==> src/rtl/riscv_boot_ctrl_if.sv <==
// Program-load and instruction-memory write bus between the boot sequencer
// (slave) and the word source / instruction ROM (master).
interface riscv_boot_ctrl_if #(
  parameter int ADDR_W = 5,
  parameter int DATA_W = 32
);
  logic              wr_valid;
  logic              wr_ready;
  logic [DATA_W-1:0] wr_data;
  logic              imem_we;
  logic [ADDR_W-1:0] imem_addr;
  logic [DATA_W-1:0] imem_wdata;

  modport slave  (input  wr_valid, wr_data,
                  output wr_ready, imem_we, imem_addr, imem_wdata);
  modport master (output wr_valid, wr_data,
                  input  wr_ready, imem_we, imem_addr, imem_wdata);
endinterface

==> src/rtl/riscv_boot_ctrl.sv <==
// Boot/run sequencer: loads program words into imem with the core held in reset,
// then runs the core for a bounded number of cycles. Optional macro: BOOT_CHECKSUM_EN.
module riscv_boot_ctrl #(
  parameter int ADDR_W    = 5,
  parameter int DATA_W    = 32,
  parameter int RUN_LIMIT = 1000,
  parameter int CNT_W     = 32
) (
  input  logic               clk,
  input  logic               areset,
  input  logic               start,
  input  logic [ADDR_W:0]    prog_len,
  input  logic               stop,
  riscv_boot_ctrl_if.slave   bus,
  output logic               core_rst_n,
  output logic               busy,
  output logic               done,
  output logic               err,
  output logic [CNT_W-1:0]   run_cnt,
  output logic [DATA_W-1:0]  checksum
);
  localparam logic [2:0] IDLE  = 3'd0;
  localparam logic [2:0] LOAD  = 3'd1;
  localparam logic [2:0] FLUSH = 3'd2;
  localparam logic [2:0] RUN   = 3'd3;
  localparam logic [2:0] HALT  = 3'd4;

  localparam logic [ADDR_W:0]  DEPTH    = {1'b1, {ADDR_W{1'b0}}};
  localparam logic [CNT_W-1:0] LIMIT_M1 = CNT_W'(RUN_LIMIT - 1);
  localparam bit               LIMIT_EN = (RUN_LIMIT != 0);

  logic [2:0]        state_q, state_d;
  logic [ADDR_W:0]   len_q, len_d, wcnt_q, wcnt_d;
  logic              rdy_q, rdy_d, we_q, we_d, crst_q, crst_d;
  logic              busy_q, busy_d, done_q, done_d, err_q, err_d;
  logic [ADDR_W-1:0] addr_q, addr_d;
  logic [DATA_W-1:0] wdata_q, wdata_d;
  logic [CNT_W-1:0]  rcnt_q, rcnt_d;
  logic              xfer;
`ifdef BOOT_CHECKSUM_EN
  logic [DATA_W-1:0] chk_q, chk_d;
`endif

  assign xfer = bus.wr_valid && rdy_q;

  always_comb begin
    state_d = state_q;
    len_d   = len_q;
    wcnt_d  = wcnt_q;
    rdy_d   = rdy_q;
    we_d    = 1'b0;
    crst_d  = crst_q;
    busy_d  = busy_q;
    done_d  = done_q;
    err_d   = err_q;
    addr_d  = addr_q;
    wdata_d = wdata_q;
    rcnt_d  = rcnt_q;
`ifdef BOOT_CHECKSUM_EN
    chk_d   = chk_q;
`endif
    case (state_q)
      IDLE, HALT: begin
        if (start) begin
          if (prog_len != '0 && prog_len <= DEPTH) begin
            state_d = LOAD;
            len_d   = prog_len;
            wcnt_d  = '0;
            rdy_d   = 1'b1;
            busy_d  = 1'b1;
            done_d  = 1'b0;
            err_d   = 1'b0;
            rcnt_d  = '0;
`ifdef BOOT_CHECKSUM_EN
            chk_d   = '0;
`endif
          end else begin
            err_d = 1'b1;
          end
        end
      end
      LOAD: begin
        if (xfer) begin
          we_d    = 1'b1;
          addr_d  = wcnt_q[ADDR_W-1:0];
          wdata_d = bus.wr_data;
          wcnt_d  = wcnt_q + (ADDR_W+1)'(1);
`ifdef BOOT_CHECKSUM_EN
          chk_d   = chk_q + bus.wr_data;
`endif
          // Drop ready together with the last strobe so no extra word slips in.
          if (wcnt_q == len_q - (ADDR_W+1)'(1)) begin
            rdy_d   = 1'b0;
            state_d = FLUSH;
          end
        end
      end
      FLUSH: begin
        crst_d  = 1'b1;
        state_d = RUN;
      end
      RUN: begin
        if (rcnt_q != '1) rcnt_d = rcnt_q + CNT_W'(1);
        if (stop || (LIMIT_EN && rcnt_q == LIMIT_M1)) begin
          state_d = HALT;
          crst_d  = 1'b0;
          busy_d  = 1'b0;
          done_d  = 1'b1;
        end
      end
      default: begin
        state_d = IDLE;
        crst_d  = 1'b0;
        busy_d  = 1'b0;
        rdy_d   = 1'b0;
      end
    endcase
  end

  always_ff @(posedge clk) begin
    if (!areset) begin
      state_q <= IDLE;
      len_q   <= '0;
      wcnt_q  <= '0;
      rdy_q   <= 1'b0;
      we_q    <= 1'b0;
      crst_q  <= 1'b0;
      busy_q  <= 1'b0;
      done_q  <= 1'b0;
      err_q   <= 1'b0;
      addr_q  <= '0;
      wdata_q <= '0;
      rcnt_q  <= '0;
`ifdef BOOT_CHECKSUM_EN
      chk_q   <= '0;
`endif
    end else begin
      state_q <= state_d;
      len_q   <= len_d;
      wcnt_q  <= wcnt_d;
      rdy_q   <= rdy_d;
      we_q    <= we_d;
      crst_q  <= crst_d;
      busy_q  <= busy_d;
      done_q  <= done_d;
      err_q   <= err_d;
      addr_q  <= addr_d;
      wdata_q <= wdata_d;
      rcnt_q  <= rcnt_d;
`ifdef BOOT_CHECKSUM_EN
      chk_q   <= chk_d;
`endif
    end
  end

  assign bus.wr_ready   = rdy_q;
  assign bus.imem_we    = we_q;
  assign bus.imem_addr  = addr_q;
  assign bus.imem_wdata = wdata_q;
  assign core_rst_n     = crst_q;
  assign busy           = busy_q;
  assign done           = done_q;
  assign err            = err_q;
  assign run_cnt        = rcnt_q;
`ifdef BOOT_CHECKSUM_EN
  assign checksum       = chk_q;
`else
  assign checksum       = '0;
`endif
endmodule

==> src/flat_wrapper.sv <==
// flat-port wrapper written by rule: the top's interface ports become plain ports
module riscv_boot_ctrl_flat 
#(
  parameter int ADDR_W    = 5,
  parameter int DATA_W    = 32,
  parameter int RUN_LIMIT = 1000,
  parameter int CNT_W     = 32
)
  (clk, areset, start, prog_len, stop, core_rst_n, busy, done, err, run_cnt, checksum, bus_wr_valid, bus_wr_data, bus_wr_ready, bus_imem_we, bus_imem_addr, bus_imem_wdata);
  riscv_boot_ctrl_if #(.ADDR_W(ADDR_W), .DATA_W(DATA_W)) bus_i ();
  input  logic clk;
  input  logic areset;
  input  logic start;
  input  logic [ADDR_W:0] prog_len;
  input  logic stop;
  output logic core_rst_n;
  output logic busy;
  output logic done;
  output logic err;
  output logic [CNT_W-1:0] run_cnt;
  output logic [DATA_W-1:0] checksum;
  input wire logic [$bits(bus_i.wr_valid)-1:0] bus_wr_valid;
  input wire logic [$bits(bus_i.wr_data)-1:0] bus_wr_data;
  output wire logic [$bits(bus_i.wr_ready)-1:0] bus_wr_ready;
  output wire logic [$bits(bus_i.imem_we)-1:0] bus_imem_we;
  output wire logic [$bits(bus_i.imem_addr)-1:0] bus_imem_addr;
  output wire logic [$bits(bus_i.imem_wdata)-1:0] bus_imem_wdata;
  assign bus_i.wr_valid = bus_wr_valid;
  assign bus_i.wr_data = bus_wr_data;
  assign bus_wr_ready = bus_i.wr_ready;
  assign bus_imem_we = bus_i.imem_we;
  assign bus_imem_addr = bus_i.imem_addr;
  assign bus_imem_wdata = bus_i.imem_wdata;
  riscv_boot_ctrl #(.ADDR_W(ADDR_W), .DATA_W(DATA_W), .RUN_LIMIT(RUN_LIMIT), .CNT_W(CNT_W)) u_core (.clk(clk), .areset(areset), .start(start), .prog_len(prog_len), .stop(stop), .bus(bus_i), .core_rst_n(core_rst_n), .busy(busy), .done(done), .err(err), .run_cnt(run_cnt), .checksum(checksum));
endmodule
==> config.mk <==
export PLATFORM = sky130hd
export DESIGN_NAME = riscv_boot_ctrl_flat
export DESIGN_NICKNAME = d
export VERILOG_FILES = /design/src/rtl/riscv_boot_ctrl_if.sv /design/src/rtl/riscv_boot_ctrl.sv /design/src/flat_wrapper.sv
export SDC_FILE = /design/constraint.sdc
export NUM_CORES = 1
export LEC_CHECK = 0
export ABC_AREA = 1
export CELL_PAD_IN_SITES_DETAIL_PLACEMENT = 1
export CELL_PAD_IN_SITES_GLOBAL_PLACEMENT = 1
export CORE_AREA = 2 2 103 155
export CTS_CLUSTER_SIZE = 30
export DETAILED_ROUTE_END_ITERATION = 10
export DIE_AREA = 0 0 105 157
export HOLD_SLACK_MARGIN = 0.08
export MAX_ROUTING_LAYER = met4
export PLACE_DENSITY = 0.8
export SLEW_MARGIN = 20
export SYNTH_ARGS = -nofsm -noshare
export SYNTH_HDL_FRONTEND = slang
export SYNTH_SLANG_ARGS = --single-unit
==> constraint.sdc <==
create_clock -name clk -period 1.99 [get_ports clk]
set_clock_uncertainty 0.05 [all_clocks]
set_input_delay 0.398 -clock clk [delete_from_list [all_inputs] [get_ports clk]]
set_output_delay 0.398 -clock clk [all_outputs]
set_load 0.02 [all_outputs]
==> summary.md <==
| Metric | Value |
|---|---|
| Number of synthesized flops with an enable pin | 0 |
| Critical path, cell by cell | clkdlybuf4s50_1 |
| CTS H-Tree Depth | 3 |
| Core ar. | 0.0150 mm2 |
| Buf/Inv on CP | 1 |
| P_leak | 2.61 nW |
| Antenna Nets Post-Route | 0 |
| Die Width | 105 um |
| Part of the Yosys area used for sequential elements | 37.8% |
| Mapped Cells | 723 |
| Worst hold start | u_core.busy$_SDFFE_PN0P_ |
| Die Ht | 157 um |
| Number of global-route vias before repair | 5,508 |
| Seq cells post-synth | 90 |
| RSZ-0062 raised after global routing | true |
| Synth unique cells | 31 |
| Max-Cap Viols | 0 |
| CTS Buf Count | 9 |
| Clock Path Buffers | 2 |
| GRT Overall Usage | 21.1% |
| Via count | 5,245 |
| Area Growth Syn to Fin | 42.0% |
| I/O pin total | 150 |
| Worst hold slack | 0.416 ns |
| Largest net degree at the start of global routing | 39 |
| Syn avg cell area | 6.59 um2 |
| CTS tree | yes |
| Vias per cell | 4.86 |
| Status | finished, final reports clean |
| CP required | 1.54 ns |
| Worst Hold Class | reg2reg |
| Fin util | 45.1% |
| Ys flop type | dfxtp_1 |
| Fill cells | 1,999 |
| Share of post-route cells with drive strength above 1 | 12.5% |
| Clock sinks | 90 |
| Drt drc | 0 |
| Crit path max-delay family | buffers and inverters |
| Highest clock rate | 514 MHz |
| Reg clk slew, reported paths | 0.07 ns |
| CP Class | reg2out |
| Slew Viols, Final | 0 |
| Crit-path max FO | 6 |
| Hold Vio Cnt, Final | 0 |
| Clock latency on the worst-skew pair | 0.34 ns |
| Asr flop ratio synth | 0% |
| Iteration-0 DRC Markers | 132 |
| Crit path from | u_core.run_cnt[23]$_SDFFE_PN0P_ |
| Final Setup Violations | 0 |
| Period utilisation layout | 97.7% |
| DR pass1 iterations | 4 |
| Mapped cell area | 0.00476 mm2 |
| Worst EP arrival | 1.50 ns |
| IO Port Bufs | 117 |
| Routed WL | 16.8 mm |
| Layout Nets | 921 |
| Worst IR drop on VDD | 0.357 mV |
| Initial antenna violation count | 0 |
| R2R Path Start | u_core.run_cnt[13]$_SDFFE_PN0P_ |
| Worst setup SP type | flip-flop |
| WL/cell | 15.6 um |
| Slowest cell on the critical path | clkdlybuf4s50_1 |
| Worst Setup End Kind | primary output |
| PwrDens | 775 mW/mm2 |
| Die ar. | 0.0165 mm2 |
| Placer congestion estimate | 0.942 |
| Antenna Cells | 0 |
| Root Driver | clkbuf_16 |
| Critical Path Max Stage Delay | 0.68 ns |
| Tmin final | 1.94 ns |
| Initial cell density of the core | 31.8% |
| Synth warn | 0 |
| Hold_buf cts | 0 |
| Hpwl dp | 12.8 mm |
| First-pass GRT wire length | 27.1 mm |
| FP Rows | 55 |
| Gr ovfl total | 0 |
## per-layer routing
metal	GRT usage (%)	share of wire, %
met1	22.3	40
met2	38.6	52
met3	4.72	5.0
met4	7.37	2.6
met5	-	0
## per-stage QoR
stage	TNS [ns]	power [W]	instances	area, um2	worst slack, ns
final	0	0.00525	1079	6770	0.0457
after detailed placement	-7.55	0.00350	1062	6400	-0.272
after global routing	-0.0345	0.00554	1079	6770	-0.0310
after floorplan	0	0.00293	754	4880	0.0882
after CTS	0	0.00529	1078	6700	0.0261
after global placement	-5.17	0.00346	1062	6400	-0.183
## cells in the mapped netlist (all sizes together) (4+ instances only)
library cell  number  share of area (%)
clkbuf            18                1.4
nand3b             4               0.63
dfxtp             90                 38
nand2            137                 11
o21ai             49                5.1
a21oi             54                5.7
nor3              13                1.5
nor2             161                 13
nand4              8                1.1
nand3             72                7.8
xor2              10                1.8
buf               42                6.4
inv               48                3.8
## cells in the final DEF (no fill, tap or decap)
cell type and instances:
conb_1 32, inv_1 42, nand2_4 2, ha_4 1, dfxtp_1 80, o21bai_1 2
buf_12 6, inv_2 6, clkbuf_16 9, nand2_1 131, o21ai_0 48, clkinvlp_4 2
o211ai_1 1, nand3_2 3, clkinv_2 1, inv_6 3, nor2_1 154, xor2_1 10
clkdlybuf4s50_1 117, dfxtp_2 10, nor4_1 1, nor2_2 6, o21ai_2 1, bufinv_16 1
nor2_4 1, a21oi_1 53, nand2_2 4, nor3_1 11, nand3b_1 4, or2_2 3
xnor2_1 3, nor3_2 2, nand4_1 8, buf_4 47, nand3_1 69, nor4_2 1
ha_1 2, a21oi_2 1, nor3b_1 2
## power by group
| part | total (W) | internal (W) | switching [W] |
|---|---|---|---|
| Clock | 0.00176 | 0.000986 | 0.000776 |
| Combinational | 0.00148 | 0.000600 | 0.000885 |
| Sequential | 0.00200 | 0.00192 | 0.0000808 |
## logic make-up after synthesis
kind of cell | after synthesis | synth area share (%)
simple gates | 402 | 36.0
other cells | 1 | 0.0787
xor+xnor | 13 | 2.39
compound gates | 106 | 11.3
flops | 90 | 37.8
fa+ha+maj | 3 | 0.788
buf+inv | 108 | 11.6
## final cells by class
class | instances | area [um2] | share of cell area, %
multi-input cells | 556 | 2580 | 38.1
flip-flops and latches | 90 | 1810 | 26.8
well taps | 199 | 249 | 3.68
clock buffers | 9 | 225 | 3.33
clock inverters | 7 | 76.3 | 1.13
repair buffers | 170 | 1640 | 24.3
inverters | 48 | 180 | 2.66
## state kept, by name (all words and copies together) (netlist names), 3 cells and up
name	flops
u_core.bus.imem_addr	5
u_core.bus.imem_wdata	32
u_core.len_q	6
u_core.run_cnt	32
u_core.state_q	3
u_core.wcnt_q	6
## repair_timing
| item | 4_1_cts | 5_1_grt |
|---|---|---|
| cloned | 0 | 0 |
| setup buffers | 0 | 1 |
| resized for setup | 3 | 20 |
| pin swaps | 0 | 1 |
| setup endpoints to repair | 3 | 40 |
## path summary, 6_finish.rpt
kind / end / slack [ns] / cells after the start
worst max-delay path: run_cnt[23] / 0.05 / 1
worst min-delay path: u_core.busy$_SDFFE_PN0P_ / 0.42 / 2
worst max register to register: u_core.run_cnt[19]$_SDFFE_PN0P_ / 0.11 / 8
worst min register to register: u_core.busy$_SDFFE_PN0P_ / 0.42 / 2
Note: power is estimated with default switching activity, not from simulation.
